File: src/rtl/mem_ctrl_if.sv
// Bus bundle for the memory controller: RAM port,
// instruction fetch channel and SLB issue/return channel.
interface mem_ctrl_if;
   logic [7:0]  mem_din;
   logic [7:0]  mem_dout;
   logic [31:0] mem_a;
   logic        mem_wr;
   logic        io_buffer_full;
   logic        fetch_req;
   logic [31:0] fetch_addr;
   logic        fetch_done;
   logic [31:0] fetch_inst;
   logic        slb_load;
   logic        slb_store;
   logic [5:0]  slb_mem_order;
   logic [31:0] slb_mem_vj;
   logic [31:0] slb_mem_vk;
   logic [31:0] slb_mem_A;
   logic        memctrl_data_ready;
   logic [31:0] memctrl_data_ret;

   modport master (
      input  mem_din,
      input  io_buffer_full,
      input  fetch_req,
      input  fetch_addr,
      input  slb_load,
      input  slb_store,
      input  slb_mem_order,
      input  slb_mem_vj,
      input  slb_mem_vk,
      input  slb_mem_A,
      output mem_dout,
      output mem_a,
      output mem_wr,
      output fetch_done,
      output fetch_inst,
      output memctrl_data_ready,
      output memctrl_data_ret
   );

   modport slave (
      output mem_din,
      output io_buffer_full,
      output fetch_req,
      output fetch_addr,
      output slb_load,
      output slb_store,
      output slb_mem_order,
      output slb_mem_vj,
      output slb_mem_vk,
      output slb_mem_A,
      input  mem_dout,
      input  mem_a,
      input  mem_wr,
      input  fetch_done,
      input  fetch_inst,
      input  memctrl_data_ready,
      input  memctrl_data_ret
   );
endinterface

File: src/rtl/mem_ctrl.sv
// Byte-serial memory controller arbitrating instruction
// fetch and SLB loads/stores onto a single 8-bit RAM port.
module mem_ctrl (
   input  logic        clk,
   input  logic        rst,
   input  logic        rdy,
   input  logic        clear,
   mem_ctrl_if.master  bus
);

   localparam logic [31:0] IO_BASE = 32'h0003_0000;

   typedef enum logic [1:0] {
      IDLE,
      FETCH,
      LOAD,
      STORE
   } state_t;

   typedef struct packed {
      logic        st;
      logic [1:0]  w;
      logic [31:0] a;
      logic [31:0] d;
      logic        q;
   } mreq_t;

   function automatic logic [1:0] wlast(
      input logic [5:0] o
   );
      unique case (1'b1)
         (o == 6'd11) || (o == 6'd14) || (o == 6'd16):
            wlast = 2'd0;
         (o == 6'd12) || (o == 6'd15) || (o == 6'd17):
            wlast = 2'd1;
         default:
            wlast = 2'd3;
      endcase
   endfunction

   state_t      st;
   logic [1:0]  cnt;
   logic        ph;
   mreq_t       cur;
   mreq_t       pend;
   logic        p_v;
   logic [31:0] rbuf;
   logic [31:0] a_q;
   logic [7:0]  dout_q;
   logic        wr_q;
   logic        fd_q;
   logic [31:0] inst_q;
   logic        dr_q;
   logic [31:0] ret_q;

   mreq_t       req;
   mreq_t       lnch;
   logic        req_v;
   logic        pend_ok;
   logic        l_go;
   logic        leave_f;
   logic        go_op;
   logic        go_f;
   logic [2:0]  c1;
   logic [2:0]  c2;
   logic        rd_last;
   logic [31:0] rd_a;
   logic [31:0] rnext;
   logic        stall;
   logic        wr_go;
   logic [7:0]  nbyte;

   // A pending load dies on clear; a pending store must still run.
   always_comb begin
      req.st  = bus.slb_store;
      req.w   = wlast(bus.slb_mem_order);
      req.a   = bus.slb_mem_vj + bus.slb_mem_A;
      req.d   = bus.slb_mem_vk;
      req.q   = 1'b0;
      req_v   = (bus.slb_load | bus.slb_store)
              & rdy & ~clear;
      pend_ok = p_v & (pend.st | ~clear);
      l_go    = pend_ok | (~p_v & req_v);
      lnch    = pend_ok ? pend : req;
      lnch.q  = pend_ok & (pend.q | clear);
   end

   // Skip fetch accept while fetch_done is up: fetch_addr is stale.
   always_comb begin
      leave_f = (st == FETCH)
              & (clear | ~bus.fetch_req | rd_last);
      go_op   = rdy & l_go
              & ((st == IDLE) | leave_f);
      go_f    = rdy & (st == IDLE) & ~p_v & ~req_v
              & bus.fetch_req & ~fd_q & ~clear;
   end

   always_comb begin
      c1      = {1'b0, cnt} + 3'd1;
      c2      = c1 + 3'd1;
      rd_last = ph & (cnt == cur.w);
      rd_a    = 32'd0;
      if (!ph && c1 <= {1'b0, cur.w})
         rd_a = cur.a + 32'(c1);
      else if (ph && c2 <= {1'b0, cur.w})
         rd_a = cur.a + 32'(c2);
      rnext   = rbuf
              | (32'(bus.mem_din) << {cnt, 3'b000});
      stall   = (a_q >= IO_BASE) & bus.io_buffer_full;
      wr_go   = wr_q & cur.st & rdy & ~stall;
      nbyte   = 8'(cur.d >> {cnt + 2'd1, 3'b000});
   end

   always_ff @(posedge clk or negedge rst) begin
      if (!rst) begin
         st     <= IDLE;
         cnt    <= '0;
         ph     <= 1'b0;
         cur    <= '0;
         pend   <= '0;
         p_v    <= 1'b0;
         rbuf   <= '0;
         a_q    <= '0;
         dout_q <= '0;
         wr_q   <= 1'b0;
         fd_q   <= 1'b0;
         inst_q <= '0;
         dr_q   <= 1'b0;
         ret_q  <= '0;
      end else begin
         fd_q <= 1'b0;
         dr_q <= 1'b0;
         if (!rdy) begin
            // Re-request the first byte not yet captured.
            if (st == FETCH || st == LOAD) begin
               ph  <= 1'b0;
               a_q <= cur.a + 32'(cnt);
            end
         end else begin
            unique case (st)
               IDLE: begin
                  if (p_v && !pend_ok)
                     p_v <= 1'b0;
               end
               FETCH: begin
                  if (leave_f) begin
                     st  <= IDLE;
                     a_q <= '0;
                     p_v <= 1'b0;
                     if (rd_last && bus.fetch_req
                         && !clear) begin
                        fd_q   <= 1'b1;
                        inst_q <= rnext;
                     end
                  end else begin
                     ph  <= 1'b1;
                     a_q <= rd_a;
                     if (ph) begin
                        rbuf <= rnext;
                        cnt  <= cnt + 2'd1;
                     end
                     if (req_v && !p_v) begin
                        pend <= req;
                        p_v  <= 1'b1;
                     end
                  end
               end
               LOAD: begin
                  if (clear) begin
                     st  <= IDLE;
                     a_q <= '0;
                  end else if (rd_last) begin
                     st    <= IDLE;
                     a_q   <= '0;
                     dr_q  <= 1'b1;
                     ret_q <= rnext;
                  end else begin
                     ph  <= 1'b1;
                     a_q <= rd_a;
                     if (ph) begin
                        rbuf <= rnext;
                        cnt  <= cnt + 2'd1;
                     end
                  end
               end
               STORE: begin
                  if (clear)
                     cur.q <= 1'b1;
                  if (wr_go) begin
                     if (cnt == cur.w) begin
                        st     <= IDLE;
                        wr_q   <= 1'b0;
                        a_q    <= '0;
                        dout_q <= '0;
                        dr_q   <= ~cur.q & ~clear;
                        ret_q  <= '0;
                     end else begin
                        cnt    <= cnt + 2'd1;
                        a_q    <= a_q + 32'd1;
                        dout_q <= nbyte;
                     end
                  end
               end
            endcase

            if (go_op) begin
               st     <= lnch.st ? STORE : LOAD;
               cur    <= lnch;
               cnt    <= '0;
               ph     <= 1'b0;
               rbuf   <= '0;
               p_v    <= 1'b0;
               a_q    <= lnch.a;
               wr_q   <= lnch.st;
               dout_q <= lnch.st ? lnch.d[7:0] : 8'd0;
            end else if (go_f) begin
               st     <= FETCH;
               cur.st <= 1'b0;
               cur.w  <= 2'd3;
               cur.a  <= bus.fetch_addr;
               cur.d  <= '0;
               cur.q  <= 1'b0;
               cnt    <= '0;
               ph     <= 1'b0;
               rbuf   <= '0;
               a_q    <= bus.fetch_addr;
               wr_q   <= 1'b0;
               dout_q <= '0;
            end
         end
      end
   end

   assign bus.mem_a              = a_q;
   assign bus.mem_dout           = dout_q;
   assign bus.mem_wr             = wr_go;
   assign bus.fetch_done         = fd_q & ~clear;
   assign bus.fetch_inst         = inst_q;
   assign bus.memctrl_data_ready = dr_q & ~clear;
   assign bus.memctrl_data_ret   = ret_q;

endmodule
File: src/flat_wrapper.sv
// flat-port wrapper written by rule: the top's interface ports become plain ports
module mem_ctrl_flat 
  (clk, rst, rdy, clear, bus_mem_din, bus_io_buffer_full, bus_fetch_req, bus_fetch_addr, bus_slb_load, bus_slb_store, bus_slb_mem_order, bus_slb_mem_vj, bus_slb_mem_vk, bus_slb_mem_A, bus_mem_dout, bus_mem_a, bus_mem_wr, bus_fetch_done, bus_fetch_inst, bus_memctrl_data_ready, bus_memctrl_data_ret);
  mem_ctrl_if bus_i ();
  input  logic clk;
  input  logic rst;
  input  logic rdy;
  input  logic clear;
  input wire logic [$bits(bus_i.mem_din)-1:0] bus_mem_din;
  input wire logic [$bits(bus_i.io_buffer_full)-1:0] bus_io_buffer_full;
  input wire logic [$bits(bus_i.fetch_req)-1:0] bus_fetch_req;
  input wire logic [$bits(bus_i.fetch_addr)-1:0] bus_fetch_addr;
  input wire logic [$bits(bus_i.slb_load)-1:0] bus_slb_load;
  input wire logic [$bits(bus_i.slb_store)-1:0] bus_slb_store;
  input wire logic [$bits(bus_i.slb_mem_order)-1:0] bus_slb_mem_order;
  input wire logic [$bits(bus_i.slb_mem_vj)-1:0] bus_slb_mem_vj;
  input wire logic [$bits(bus_i.slb_mem_vk)-1:0] bus_slb_mem_vk;
  input wire logic [$bits(bus_i.slb_mem_A)-1:0] bus_slb_mem_A;
  output wire logic [$bits(bus_i.mem_dout)-1:0] bus_mem_dout;
  output wire logic [$bits(bus_i.mem_a)-1:0] bus_mem_a;
  output wire logic [$bits(bus_i.mem_wr)-1:0] bus_mem_wr;
  output wire logic [$bits(bus_i.fetch_done)-1:0] bus_fetch_done;
  output wire logic [$bits(bus_i.fetch_inst)-1:0] bus_fetch_inst;
  output wire logic [$bits(bus_i.memctrl_data_ready)-1:0] bus_memctrl_data_ready;
  output wire logic [$bits(bus_i.memctrl_data_ret)-1:0] bus_memctrl_data_ret;
  assign bus_i.mem_din = bus_mem_din;
  assign bus_i.io_buffer_full = bus_io_buffer_full;
  assign bus_i.fetch_req = bus_fetch_req;
  assign bus_i.fetch_addr = bus_fetch_addr;
  assign bus_i.slb_load = bus_slb_load;
  assign bus_i.slb_store = bus_slb_store;
  assign bus_i.slb_mem_order = bus_slb_mem_order;
  assign bus_i.slb_mem_vj = bus_slb_mem_vj;
  assign bus_i.slb_mem_vk = bus_slb_mem_vk;
  assign bus_i.slb_mem_A = bus_slb_mem_A;
  assign bus_mem_dout = bus_i.mem_dout;
  assign bus_mem_a = bus_i.mem_a;
  assign bus_mem_wr = bus_i.mem_wr;
  assign bus_fetch_done = bus_i.fetch_done;
  assign bus_fetch_inst = bus_i.fetch_inst;
  assign bus_memctrl_data_ready = bus_i.memctrl_data_ready;
  assign bus_memctrl_data_ret = bus_i.memctrl_data_ret;
  mem_ctrl u_core (.clk(clk), .rst(rst), .rdy(rdy), .clear(clear), .bus(bus_i));
endmodule
File: config.mk
export PLATFORM = sky130hd
export DESIGN_NAME = mem_ctrl_flat
export DESIGN_NICKNAME = d
export VERILOG_FILES = /design/src/rtl/mem_ctrl_if.sv /design/src/rtl/mem_ctrl.sv /design/src/flat_wrapper.sv
export SDC_FILE = /design/constraint.sdc
export NUM_CORES = 1
export LEC_CHECK = 0
export ABC_AREA = 1
export CAP_MARGIN = 5
export CORE_MARGIN = 3
export CORE_UTILIZATION = 55
export DETAILED_ROUTE_END_ITERATION = 8
export PLACE_DENSITY = 0.8
export SLEW_MARGIN = 40
export SYNTH_ARGS = -nofsm -noshare
export SYNTH_HDL_FRONTEND = slang
export SYNTH_SLANG_ARGS = --single-unit
export TNS_END_PERCENT = 5
File: constraint.sdc
create_clock -name clk -period 8.1 [get_ports clk]
set_input_delay 1.62 -clock clk [delete_from_list [all_inputs] [get_ports clk]]
set_output_delay 1.62 -clock clk [all_outputs]
set_load 0.1 [all_outputs]
==> results of run 1 <==
==> state kept, by name, indices dropped and copies added, names as in the netlist, 2 cells and up <==
signal	cells
u_core.bus.fetch_inst	32
u_core.bus.mem_a	32
u_core.bus.mem_dout	8
u_core.bus.memctrl_data_ret	32
u_core.cnt	2
u_core.cur	68
u_core.pend	67
u_core.rbuf	32
u_core.st	2
==> final cells by class <==
type                       instances  share of cell area [%]
inverter                         391                    6.46
clock inverter                    15                   0.816
multi-input combinational       2202                    45.9
sequential                       280                    30.7
tap                              455                    2.49
clock buffer                      39                    3.75
timing repair buffer             275                    9.86
==> logic make-up after synthesis <==
| kind of cell | share of synthesized area, % |
|---|---|
| xor+xnor | 1.66 |
| fa+ha+maj | 3.66 |
| simple gates | 33.3 |
| compound gates | 15.1 |
| flops | 36.0 |
| buf+inv | 10.3 |
==> worst max path at each step <==
stage                     start              to  slack, ps  cells past startpoint
after floorplan           clear  bus_fetch_done       3440                      2
after global placement      rdy      bus_mem_wr       1910                      8
after detailed placement    rdy      bus_mem_wr       2640                      8
after CTS                   rdy      bus_mem_wr       2630                      8
after global routing        rdy      bus_mem_wr       2530                      8
final                       rdy      bus_mem_wr       2620                      8
==> cells in the mapped netlist, types with 2 or more instances <==
cell type | instances | share of area, %
nand3_2 | 11 | 0.57
buf_1 | 2 | 0.039
inv_2 | 5 | 0.096
clkinv_1 | 2 | 0.039
o21ai_1 | 46 | 1.2
buf_2 | 38 | 0.98
nor3b_1 | 4 | 0.15
o22ai_1 | 26 | 0.84
nor2_2 | 5 | 0.16
o21ai_2 | 3 | 0.13
o21ai_0 | 291 | 7.5
o211ai_1 | 17 | 0.66
clkbuf_1 | 67 | 1.3
xnor2_1 | 9 | 0.40
buf_6 | 5 | 0.29
xor2_1 | 28 | 1.3
nor3_1 | 22 | 0.57
nand2_1 | 990 | 19
a22oi_1 | 5 | 0.19
or2_2 | 3 | 0.096
a21oi_1 | 103 | 2.6
nand2_4 | 2 | 0.12
dfrtp_1 | 280 | 36
and2_1 | 6 | 0.19
fa_1 | 5 | 0.51
a21boi_0 | 8 | 0.31
nor2_1 | 259 | 5.0
a31oi_1 | 26 | 0.84
a21o_1 | 3 | 0.12
o21bai_1 | 4 | 0.15
o31ai_1 | 3 | 0.12
buf_4 | 4 | 0.15
inv_1 | 383 | 7.4
nand3_1 | 218 | 5.6
nand2_2 | 3 | 0.096
ha_1 | 49 | 3.1
nand4_1 | 42 | 1.3
==> tightest hold or removal path: cells and delay by family (launching register included) <==
family	cells	cell delay, ps
and+or+nand+nor	1	50
AOI/OAI and AO/OA	1	50
DFF	1	340
==> metal layers <==
metal	up-vias	share of wire [%]	track usage, %
li1	9965	-	-
met1	9987	42	48.7
met2	1144	46	57.2
met3	149	9.1	5.04
met4	6	3.2	10.3
met5	-	0.060	0
==> stage by stage <==
step / cell area, um^2 / utilization (%) / setup slack [ps] / cells
4_1_cts: 22800 / 65.7 / 2630 / 3655
3_5_place_dp: 21800 / 62.7 / 2640 / 3601
5_1_grt: 22800 / 65.8 / 2530 / 3657
6_report: 22800 / 65.8 / 2620 / 3657
3_3_place_gp: 22200 / 64.0 / 1910 / 3598
2_1_floorplan: 19500 / - / 3440 / 2989
==> placed cells by master, fill, tap and decap left out, types with 4 or more instances in the layout <==
cell type | Yosys | routed
nand2_1 | 990 | 985
inv_1 | 383 | 381
o21ai_0 | 291 | 291
dfrtp_1 | 280 | 279
nor2_1 | 259 | 259
nand3_1 | 218 | 218
clkdlybuf4s50_1 | 0 | 148
buf_2 | 38 | 108
a21oi_1 | 103 | 102
ha_1 | 49 | 49
o21ai_1 | 46 | 46
nand4_1 | 42 | 42
clkbuf_16 | 0 | 31
xor2_1 | 28 | 28
a31oi_1 | 26 | 26
o22ai_1 | 26 | 26
nor3_1 | 22 | 22
o211ai_1 | 17 | 17
buf_4 | 4 | 13
nand3_2 | 11 | 11
xnor2_1 | 9 | 9
a21boi_0 | 8 | 8
inv_2 | 5 | 7
clkinv_2 | 0 | 7
nand2_2 | 3 | 6
and2_1 | 6 | 6
nor2_2 | 5 | 5
a22oi_1 | 5 | 5
fa_1 | 5 | 5
clkbuf_8 | 0 | 5
nand2_4 | 2 | 4
o21bai_1 | 4 | 4
nor3b_1 | 4 | 4
bufinv_16 | 0 | 4
==> power by group <==
part	total (mW)	internal (mW)	switching (mW)
Sequential	2.53	1.96	0.570
Combinational	5.75	1.38	4.38
Clock	1.46	0.868	0.593
Total	9.75	4.21	5.54
==> results.txt, run 1 <==
Cell Pwr Density: 427 nW/um^2
GPL Wtd Cong: 0.950
Pins Over Slew Limit: 0
Top cell by count, worst path: buf_4
Port bufs: 256
Via count: 21300
Fin Setup TNS: 0 ps
Initial Utilization: 56.1%
Arr. time, crit path: 3860 ps
Startpoint Class: input pin
Power, Total: 9.75 mW
Sequential cell area: 7010 um^2
Fill count: 3070
DR pass1 iterations: 8
Worst relative slew slack: 39.4%
Final setup fails: 0
ANT nets after route: 0
Total global-route track usage: 35.0%
Die H: 194 um
Htree depth: 1
Worst-path clk slew: 60 ps
Worst-skew pair later-pin latency: 560 ps
Root Buffer: clkbuf_16
Min-delay worst type: register to register
Gates resized, CTS repair: 0
Longest Clk Path Bufs: 3
Share of cells above drive strength 1: 7.12%
MaxCap Viol Count: 0
Antenna cells: 0
GRT overflow: 0
Syn Nets: 3193
Core ar.: 34700 um^2
Worst path slowest cell: clkdlybuf4s50_1
# rows: 68
Syn Area/Cell: 6.52 um^2
Max FO, Critical Path: 38
Crit Reg-Reg Startpoint: u_core.cnt[0]
Clock sinks: 280
Via-per-instance ratio: 5.81
Synth Cell Area: 19500 um^2
DR WL/cell: 18.7 um
Drt drc: 0
First-pass GRT wire length: 107 mm
Setup repair bufs after CTS: 0
Distinct cells, synth: 49
Final cycle utilization of the critical path: 67.7%
WS Path Type: input pin to output pin
Clock period minus final worst setup slack: 5480 ps
Critical path buffer and inverter count: 6
Hold_ws: 479 ps
Worst hold endpoint: u_core.bus.fetch_inst[31]
Multi-input logic area: 10500 um^2
Unrepaired setup endpoints after global routing: no
Req. time, crit path: 6480 ps
Reg2reg path depth: 16
Post-synthesis sequential area ratio: 36.0%
Hold Buf Count CTS: 0
Hold Startpoint: u_core.bus.fetch_inst[31]
Outcome: completed
Post-synth EDFFs: 0
Critical path capture point type: output pin
Final Skew: 27.2 ps
Crit path max-delay family: buffers and inverters
Fin. Hold Viols: 0
CTS tree: done
Iteration-0 DRC Markers: 2336
Cts bufs inserted: 30
Reg2reg setup slack: 3570 ps
Detailed Place HPWL: 50.6 mm
Pin count of the biggest net entering global routing: 159
Synth Flop Type: dfrtp_1
Die ar.: 37700 um^2
Worst-Margin Slew: 909 ps
Synth Register Bits: 280
Synthesis Warnings: 0
Mapped Cells: 2989
VDD IR-drop max: 0.000448 V
Nets: 3384
Post-Route WL: 68.5 mm
Die width: 194 um
Initial antenna violation count: 3
Worst r2r dst: u_core.bus.mem_a[10]
Hold depth: 2
Num ports: 257
Area Growth Syn to Fin: 17.3%
Crit-path cells: clkdlybuf4s50_1, buf_4, inv_2, buf_4, nor2_1, nand2_1, inv_1, buf_2
Vias in the first global route: 19800
FMAX: 0.182 GHz
Leakage: 11.6 nW
CP max stage delay: 500 ps
Synth async-reset ratio: 100%
Power figures use the tool's default switching activity.
==> inputs of run 2 (changes only) <==
==> constraint.sdc (replaced) <==
create_clock -name clk -period 5.4 [get_ports clk]
set_input_delay 1.08 -clock clk [delete_from_list [all_inputs] [get_ports clk]]
set_output_delay 1.08 -clock clk [all_outputs]
set_load 0.1 [all_outputs]
==> results.txt, run 2 (synthesis gave the netlist of run 1 again) <==
FMAX: 0.238 GHz
Most flops, register: u_core.cur
Via-per-instance ratio: 5.72 (-1.6%)
Initial antenna violation count: 1 (-2)
Pin count of the biggest net entering global routing: 103 (-35%)
Startpoint Class: input pin
Share of total power in sequential cells: 25.9% (about the same)
Nets: 3387 (+0.089%)
Met2 Usage GRT: 56.4% (-0.82 points)
Unrepaired setup endpoints after global routing: no
Die width: 194 um (unchanged)
Longest Clk Path Bufs: 3 (unchanged)
Crit-path cells: clkdlybuf4s50_1, buf_4, inv_2, buf_4, nor2_1, nand2_1, inv_1, buf_12
Most frequent cells in the layout: nand2_1 (985), inv_1 (382), o21ai_0 (291), dfrtp_1 (280), nor2_1 (259)
Post-Route WL: 68.2 mm (-0.56%)
Drt drc: 0 (unchanged)
Worst-skew pair later-pin latency: 570 ps (about the same)
Clock sinks: 280 (unchanged)
Fin Setup TNS: 0 ps (unchanged)
Num ports: 257 (unchanged)
Outcome: completed
Switching Fraction: 57.0% (+0.23 points)
# rows: 68 (unchanged)
Clock period minus final worst setup slack: 4200 ps
VDD IR-drop max: 0.000605 V (+35%)
Iteration-0 DRC Markers: 2471 (+5.8%)
Worst-Margin Slew: 857 ps (-52.7 ps)
Finished Cell Area: 22800 um^2 (-0.17%)
Via count: 20900 (-1.5%)
GR Layer Usage met1: 48.5% (-0.23 points)
Combinational power share: 59.5% (+0.5 points)
Final cycle utilization of the critical path: 77.8%
Hold Buf Count CTS: 0 (unchanged)
Max FO, Critical Path: 41 (+7.9%)
Top cell by count, worst path: buf_4
Vias in the first global route: 19500 (-1.6%)
Worst path slowest cell: clkdlybuf4s50_1
CTS tree: done
Leakage: 11.6 nW (-0.12%)
Placed insts: 3605 (+0.11%)
Power, Total: 14.5 mW (+48%)
Final core occ: 65.7% (-0.11 points)
MaxCap Viol Count: 0 (unchanged)
Total global-route track usage: 34.7% (-0.22 points)
Worst-path clk slew: 70 ps (about the same)
Detailed Place HPWL: 51.1 mm (+0.88%)
Fin. Hold Viols: 0 (unchanged)
Final setup margin: 1200 ps (-1420 ps)
Power Internal: 6.21 mW (+48%)
Clk pwr share: 14.6% (-0.4 points)
Port bufs: 256 (unchanged)
GPL Wtd Cong: 0.981 (+3.3%)
Gates resized, CTS repair: 0 (unchanged)
Share of cells above drive strength 1: 7.18% (+0.056 points)
DR pass1 iterations: 7 (-1)
Critical path capture point type: output pin
Htree depth: 1 (unchanged)
GRT overflow: 0 (unchanged)
Pins Over Slew Limit: 0 (unchanged)
Root Buffer: clkbuf_16
Final setup fails: 0 (unchanged)
WS Path Type: input pin to output pin
Worst relative slew slack: 42.9% (+3.5 points)
Die ar.: 37700 um^2 (unchanged)
Req. time, crit path: 4320 ps (-2160 ps)
Non-filler cells, final: 3660 (+0.082%)
Dpl ws: 1220 ps (-1410 ps)
GRT Max-Usage Layer: met2
Cell Pwr Density: 634 nW/um^2 (+49%)
Min-delay worst type: input pin to asynchronous set/reset pin
Setup repair bufs after CTS: 0 (unchanged)
Final Skew: 17.1 ps (-10.1 ps)
CP max stage delay: 500 ps (about the same)
First-pass GRT wire length: 106 mm (-1.0%)
Die H: 194 um (unchanged)
DP Area: 21800 um^2 (+0.10%)
Leading registers by flop count: u_core.cur x68, u_core.pend x67
Commonest non-fill, non-tap cell in the layout: nand2_1
ANT nets after route: 0 (unchanged)
Switching power: 8.25 mW (+49%)
Core ar.: 34700 um^2 (unchanged)
Antenna cells: 0 (unchanged)
Number of flip-flops in the largest register: 68 (unchanged)
Met3 GRT Util: 6.05% (+1.0 points)
Initial Utilization: 56.1% (unchanged)
Hold_ws: 476 ps (-2.57 ps)
Area Growth Syn to Fin: 17.1%
DR WL/cell: 18.6 um (-0.64%)
Arr. time, crit path: 3120 ps (-740 ps)
Cts bufs inserted: 30 (unchanged)
==> run 2: cell count changes in the layout (fill, tap and decap cells not counted), moves of 2 or more <==
| cell | before | now |
|---|---|---|
| buf_4 | 13 | 20 |
| buf_2 | 108 | 105 |
| a21oi_2 | 0 | 2 |
| buf_12 | 1 | 3 |
| buf_16 | 3 | 1 |
| bufinv_16 | 4 | 2 |
==> run 2: per-layer routing <==
layer	vias to the layer above	share of wire, %
li1	9959	-
met5	-	0.019
met4	2	2.9
met2	1067	46
met3	158	9.2
met1	9745	42
==> run 2: worst paths after layout <==
kind,start,endpoint,slack (ps),cells after the start
min in group clk,u_core.wr_q,u_core.wr_q,480,2
max in group asynchronous,rst,u_core.bus.mem_a[9],3860,2
setup / recovery,rdy,bus_mem_wr,1200,8
hold / removal,rst,u_core.bus.memctrl_data_ret[18],480,1
hold reg to reg,u_core.wr_q,u_core.wr_q,480,2
setup reg to reg,u_core.cnt[1],u_core.bus.mem_a[26],1220,16
==> run 2: cell type report <==
class / instances / area, um^2
inverter: 391 / 1470
tap: 455 / 569
sequential: 280 / 7010
multi-input combinational: 2202 / 10500
clock buffer: 41 / 873
fill: 3105 / 11900
clock inverter: 13 / 131
timing repair buffer: 278 / 2260
==> run 2: critical path, delay by kind of cell <==
| family | cells | cell delay, ps |
|---|---|---|
| buffers and inverters | 6 | 1720 |
| AND/OR/NAND/NOR | 2 | 300 |
==> run 2: power groups by stage <==
| stage | clock, mW | combinational [mW] | sequential [mW] |
|---|---|---|---|
| 6_report | 2.11 | 8.61 | 3.75 |
| 5_1_grt | 2.20 | 9.31 | 3.83 |
| 4_1_cts | 2.12 | 8.48 | 3.70 |
| 3_5_place_dp | 0 | 8.38 | 3.73 |
| 3_3_place_gp | 0 | 8.50 | 3.71 |
| 2_1_floorplan | 0 | 4.24 | 5.75 |
